[config.mk]
export PLATFORM = sky130hd
export DESIGN_NAME = cla_nibble_serial_adder
export DESIGN_NICKNAME = d
export VERILOG_FILES = /design/src/rtl/cla_nibble_serial_adder.sv
export SDC_FILE = /design/constraint.sdc
export NUM_CORES = 1
export LEC_CHECK = 0
export CELL_PAD_IN_SITES_DETAIL_PLACEMENT = 0
export CELL_PAD_IN_SITES_GLOBAL_PLACEMENT = 2
export CORE_ASPECT_RATIO = 0.5
export CORE_MARGIN = 10
export CORE_UTILIZATION = 35
export CTS_CLUSTER_DIAMETER = 120
export DETAILED_ROUTE_END_ITERATION = 16
export DONT_BUFFER_PORTS = 1
export PLACE_DENSITY_LB_ADDON = 0.1
export SLEW_MARGIN = 20
export SYNTH_ARGS = -nofsm -noshare
export SYNTH_HDL_FRONTEND = slang
export SYNTH_SLANG_ARGS = --single-unit
[constraint.sdc]
create_clock -name clk -period 5.4 [get_ports clk]
set_input_delay 1.35 -clock clk [delete_from_list [all_inputs] [get_ports clk]]
set_output_delay 1.35 -clock clk [all_outputs]
set_load 0.005 [all_outputs]
[src/rtl/cla_nibble_serial_adder.sv]
// Digit-serial WIDTH-bit adder/subtractor that reuses a single 4-bit carry-lookahead
// slice, one nibble per cycle LSB first, with valid/ready handshakes on both sides.
module cla_nibble_serial_adder #(
  parameter int WIDTH = 16
) (
  input  logic             clk,
  input  logic             rst,
  input  logic             in_valid,
  output logic             in_ready,
  input  logic [WIDTH-1:0] a,
  input  logic [WIDTH-1:0] b,
  input  logic             cin,
  input  logic             sub,
  output logic             out_valid,
  input  logic             out_ready,
  output logic [WIDTH-1:0] sum,
  output logic             cout
);
  localparam int NIB = WIDTH / 4;
  localparam int CW  = (NIB > 1) ? $clog2(NIB) : 1;

  typedef enum logic [1:0] {IDLE = 2'd0, RUN = 2'd1, DONE = 2'd2} state_t;

  state_t           state_q, state_d;
  logic [WIDTH-1:0] a_q, a_d, b_q, b_d, sum_q, sum_d;
  logic             carry_q, carry_d, cout_q, cout_d;
  logic [CW-1:0]    cnt_q, cnt_d;
  logic [3:0]       a_nib, b_nib;
  logic [4:0]       slice;

  // Returns {carry_out, sum_nibble}; full lookahead, no adder operator.
  function automatic logic [4:0] cla4(input logic [3:0] x, input logic [3:0] y,
                                      input logic c0);
    logic [3:0] g, p;
    logic       c1, c2, c3, co;
    g  = x & y;
    p  = x ^ y;
    c1 = g[0] | (p[0] & c0);
    c2 = g[1] | (p[1] & g[0]) | (p[1] & p[0] & c0);
    c3 = g[2] | (p[2] & g[1]) | (p[2] & p[1] & g[0]) | (p[2] & p[1] & p[0] & c0);
    co = g[3] | (p[3] & c3);
    return {co, p ^ {c3, c2, c1, c0}};
  endfunction

  always_comb begin
    a_nib = '0;
    b_nib = '0;
    for (int i = 0; i < NIB; i++) begin
      if (cnt_q == CW'(i)) begin
        a_nib = a_q[4*i +: 4];
        b_nib = b_q[4*i +: 4];
      end
    end
  end

  assign slice = cla4(a_nib, b_nib, carry_q);

  always_comb begin
    state_d   = state_q;
    a_d       = a_q;
    b_d       = b_q;
    sum_d     = sum_q;
    carry_d   = carry_q;
    cout_d    = cout_q;
    cnt_d     = cnt_q;
    in_ready  = 1'b0;
    out_valid = 1'b0;
    case (state_q)
      IDLE: begin
        in_ready = 1'b1;
        if (in_valid) begin
          a_d     = a;
          b_d     = b ^ {WIDTH{sub}};
          carry_d = sub | cin;
          cnt_d   = '0;
          state_d = RUN;
        end
      end
      RUN: begin
        for (int i = 0; i < NIB; i++) begin
          if (cnt_q == CW'(i)) sum_d[4*i +: 4] = slice[3:0];
        end
        carry_d = slice[4];
        cnt_d   = cnt_q + CW'(1);
        if (cnt_q == CW'(NIB - 1)) begin
          cout_d  = slice[4];
          cnt_d   = '0;
          state_d = DONE;
        end
      end
      DONE: begin
        out_valid = 1'b1;
        if (out_ready) state_d = IDLE;
      end
      default: state_d = IDLE;
    endcase
  end

  always_ff @(posedge clk or posedge rst) begin
    if (rst) begin
      state_q <= IDLE;
      a_q     <= '0;
      b_q     <= '0;
      sum_q   <= '0;
      carry_q <= 1'b0;
      cout_q  <= 1'b0;
      cnt_q   <= '0;
    end else begin
      state_q <= state_d;
      a_q     <= a_d;
      b_q     <= b_d;
      sum_q   <= sum_d;
      carry_q <= carry_d;
      cout_q  <= cout_d;
      cnt_q   <= cnt_d;
    end
  end

  assign sum  = sum_q;
  assign cout = cout_q;

endmodule

Word level (Yosys, flattened, before mapping)
Cells that the tools add are included.

Flip-flop bits (word level): 54. Input bits: 38. Output and inout bits: 19. Word-level logic and storage cells: 70.

$add $sub $neg: 1. Eq/ne operators: 8. Muxes and demuxes: 19. Bitwise logic cells: 22. Reductions and logical operators: 10.

Operator list (number): 4-bit 2-to-1 mux (8); 16-bit XOR (1); 2-bit AND reduction (6); 1-bit AND (10); 2-bit 2-to-1 mux (5); 1-bit OR (8); 4-bit XOR (2); 2-bit equality test (second input constant) (3); 2-bit != test (second input constant) (3); 2-bit case mux with 3 select lines (1); 4-bit AND (1); 2-bit by 1-bit equality test with 1-bit output (second input constant) (2); 2-bit zero test (2); 2-bit case mux with 2 select lines (1); 1-bit 2-to-1 mux (3); 3-bit AND reduction (1); 2-bit by 1-bit adder with 2-bit output (second input constant) (1); 1-bit case mux with 2 select lines (1); 2-bit nonzero test (1).

Depth between registers and ports, before layout
Word-level depth: 13. Gate-level depth with buffers: 12. Depth with buffers taken out: 11.

Least setup slack after synthesis
No wires, ideal clock.

Path kind: flip-flop to flip-flop. From: register cnt_q[0]. To: register sum_q[15] (netlist: sum[15]). Setup time: 0.132 ns. Data arrival time: 2.867 ns. Required time: 5.268 ns. Setup slack: 2.401 ns. Cell stages (with the launch flop): 13. Period minus slack after synthesis: 2.999 ns. Cell sequence: dfrtp_1 > inv_1 > ha_1 > clkbuf_1 > clkbuf_1 > a21oi_1 > a22o_1 > ha_1 > nand3_1 > a21boi_0 > nor2_1 > fa_1 > o21ai_0.

Word-level cells in the longest chain between the ends: 11. Elaborated cells between the ends (all ways): 24. Classes of those cells: eq/ne (3); mux (8); bitwise (11); reduce/logical (2).

Ends and longest elaborated chain: start: declaration (RTL line 27) `logic [CW-1:0] cnt_q, cnt_d;`; start signal: assignment (RTL line 115) `cnt_q <= cnt_d;`; 2-bit zero test (RTL line 49) `if (cnt_q == CW'(i)) begin`; 4-bit 2-to-1 mux (4 in series) (RTL line 49); 4-bit XOR or 4-bit AND (tied branches) (RTL line 37, 36); 1-bit AND (RTL line 40) `c3 = g[2] | (p[2] & g[1]) | (p[2] & p[1] & g[0]) | (p[2] & p[1] & p[0] & c0);`; 1-bit OR or 1-bit AND (tied branches) (2 in series) (RTL line 40); 1-bit OR (RTL line 40); 4-bit XOR (RTL line 42) `return {co, p ^ {c3, c2, c1, c0}};`; end signal: assignment (RTL line 112) `sum_q <= sum_d;`; end: declaration (RTL line 25) `logic [WIDTH-1:0] a_q, a_d, b_q, b_d, sum_q, sum_d;`.

Several ways; a longest one is shown, not always the timed one. A chain may end at the register's enable or synchronous reset.

Worst setup path after layout
From: register cnt_q[0]. To: register sum_q[11] (netlist: sum[11]).

The elaborated chain is that of the path after synthesis.

==> out/metrics.yaml <==
final_layout_size_suffix_gt1_share_pct: 8.118
synth-simple-area-share_pct: 14.67
start_util_pct: 36.09
crit_path_end_kind: "flip-flop"
reg2reg_depth: 10
dp.cells: 360
fin_area_sq_um: 2826
finalSetupTns_ns: 0
gr-total-overflow: 0
ctsRootBufferMaster: "clkbuf_16"
crit_fanout: 17
nets: 318
synth_xor_xnor_area_share_pct: 5.613
period_share_pct: 61.53
synth-warning-count: 0
max_freq_mhz: 301.0
yosysTopAreaCell: "dfrtp_1"
ys_seq_elements: 54
ys_seq_area_share_pct: 50.94
syn-cell-area_sq_um: 2653
drt_wl_total_mm: 6.234
vdd_drop_max_mv: 0.1967
grt_pass1_wl_mm: 10.12
die_area_sq_um: 11670
hold_viol_final: 0
grt_pass1_vias: 1890
place_congestion: 0.7104
whs_ns: 0.4759
antenna_left: 0
worst_pin_slew_ns: 0.6647
synth_top_area_share_pct: 50.94
syn_avg_cell_area_sq_um: 9.473
fp-row-count: 22
synth.area.mux_share_pct: 1.698
worstHoldEndpoint: "a_q[0]"
num_antenna_cells: 0
r2r_setup_slack_ns: 2.08
synth_top_cells_by_area: "dfrtp_1, nand2_1, o21ai_0"
synth_compound_area_share_pct: 16.60
ctsHoldBuffers: 0
die_w_um: 143.1
criticalPathCategory: "flip-flop to flip-flop"
post-place-ws_ns: 2.091
clk-insertion-delay-late_ns: 0.29
post_cts_buffers: 0
syn_nets: 327
critPathLaunchType: "flip-flop"
power_mw: 1.912
dp_hpwl_mm: 4.631
slew_viol_final: 0
finalNonFillerCells: 367
ioPinCount: 57
leakagePower_nw: 1.284
synth_top_family_by_area: "compound AO/OA/AOI/OAI gates"
grt_setup_unrepaired: "no"
synthToLayoutAreaGrowth_pct: 6.557
worst_slack_ns: 2.078
grt_max_degree: 55
hold_path.class: "flip-flop to flip-flop"
synth_cell_types: 28
cp-startpoint: "cnt_q[0]"
holdCritStartpoint: "a_q[0]"
slew_headroom_pct: 55.69
io_buffers: 0
dpl_cell_area_sq_um: 2694
synth_adder_area_share_pct: 4.811
outcome: "complete, no violations"
core-area_sq_um: 7350
vias: 1829
cts_sinks: 54
drt_iter0_markers: 121
die-height_um: 81.56
clk_pin_slew_worst_paths_ns: 0.06
numCtsBuffers: 5
finalSetupViolCount: 0
htree_levels: 2
post-route-util_pct: 38.46
viasPerCell: 4.984
first_pass_iters: 4
antenna_found_initial: 0
required_ns: 5.56
holdPathStages: 2
wl_per_cell_um: 16.99
cts_tree: "yes"
r2r_start: "cnt_q[0]"
r2r-end: "sum[11]"
drv_cap: 0
arrival_ns: 3.48
cts_buffer_depth: 2
drc: 0
finalClockSkew_ns: 0.004412
powerDensity_nw_per_um2: 676.3
synth_cells: 280
layout_min_cycle_time_ns: 3.322
grt_usage_pct: 11.16
cts-resized-gates: 0
cells in the final DEF (no fill, tap or decap):
cell type,synthesis,final
clkbuf_1,6,2
nor2_1,2,2
clkbuf_16,0,5
ha_1,7,7
o31ai_1,5,5
o211ai_1,1,1
o21ai_2,8,8
mux2_2,4,4
nand3_2,1,1
or3b_1,1,1
dfrtp_1,54,54
and3b_1,1,1
a22oi_1,2,2
nand3b_1,4,4
xor2_1,4,4
nand2_1,77,77
a21oi_1,17,17
a22o_1,6,6
fa_1,2,2
a21boi_0,1,1
o21ai_1,5,5
xnor2_1,13,13
inv_4,0,1
nand3_1,3,3
o21ai_0,28,28
nand2b_1,2,2
nor3b_2,0,1
inv_1,13,12
buf_4,0,2
cells in the mapped netlist:
cell	instances
buf_6	3
o31ai_1	5
dfrtp_1	54
o211ai_1	1
and3b_1	1
buf_2	9
nor2_1	2
nand3_2	1
xnor2_1	13
o21ai_0	28
fa_1	2
clkbuf_1	6
mux2_2	4
o21ai_1	5
a21boi_0	1
or3b_1	1
o21ai_2	8
nand2b_1	2
inv_1	13
nand3b_1	4
a22oi_1	2
nor3b_1	1
nand3_1	3
ha_1	7
a22o_1	6
nand2_1	77
xor2_1	4
a21oi_1	17
state kept, by name, indices dropped and copies added, names as in the netlist:
register / cells
a_q: 16
b_q: 16
carry_q: 1
state_q: 2
cout: 1
cnt_q: 2
sum: 16
kinds of logic (layout without fill, tap and decap cells):
| group | Yosys count | count (layout) |
|---|---|---|
| flip-flops | 54 | 54 |
| XOR/XNOR | 17 | 17 |
| AO/OA/AOI/OAI | 73 | 73 |
| adder cells (fa/ha/maj) | 9 | 9 |
| multiplexers | 4 | 4 |
| buffers and inverters | 31 | 22 |
| AND/OR/NAND/NOR | 92 | 92 |
layout make-up:
type / count / area [sq um]
Clock buffer: 7 / 132.6
Fill cell: 775 / 4523
Inverter: 13 / 51.30
Multi-Input combinational cell: 195 / 1156
Sequential cell: 54 / 1351
Tap cell: 96 / 120.1
Timing Repair Buffer: 2 / 15.01
worst max path at each step:
stage | endpoint | slack [ns] | cells past startpoint
floorplan | sum[15] | 2.40 | 12
global placement | sum[15] | 2.20 | 10
detailed placement | sum[11] | 2.09 | 10
CTS | sum[11] | 2.08 | 10
global route | sum[11] | 1.73 | 10
finish | sum[11] | 2.08 | 10
power breakdown:
group | total [mW] | switching, mW | internal, mW | leakage [nW]
clock network | 0.302 | 0.132 | 0.170 | 0.0640
logic | 0.869 | 0.530 | 0.340 | 0.549
registers | 0.740 | 0.137 | 0.603 | 0.671
total | 1.91 | 0.799 | 1.11 | 1.28
worst max-delay path, stage by stage, from the launching register on:
cell	delay, ns
dfrtp_1	0.43
inv_1	0.11
ha_1	0.58
a21oi_1	0.15
a22o_1	0.24
ha_1	0.34
nand3_1	0.10
a21boi_0	0.44
nor2_1	0.12
fa_1	0.57
o21ai_0	0.12
routing by layer:
metal	up-vias	global-route usage, %	part of all wire [%]	wire, um
met5	-	0	0	0
met4	0	2.454	0.61	38
met3	5	5.239	9.5	592
met2	53	15.75	40	2495
met1	867	15.15	50	3108
li1	904	-	-	-
(Power assumes the default switching activity.)
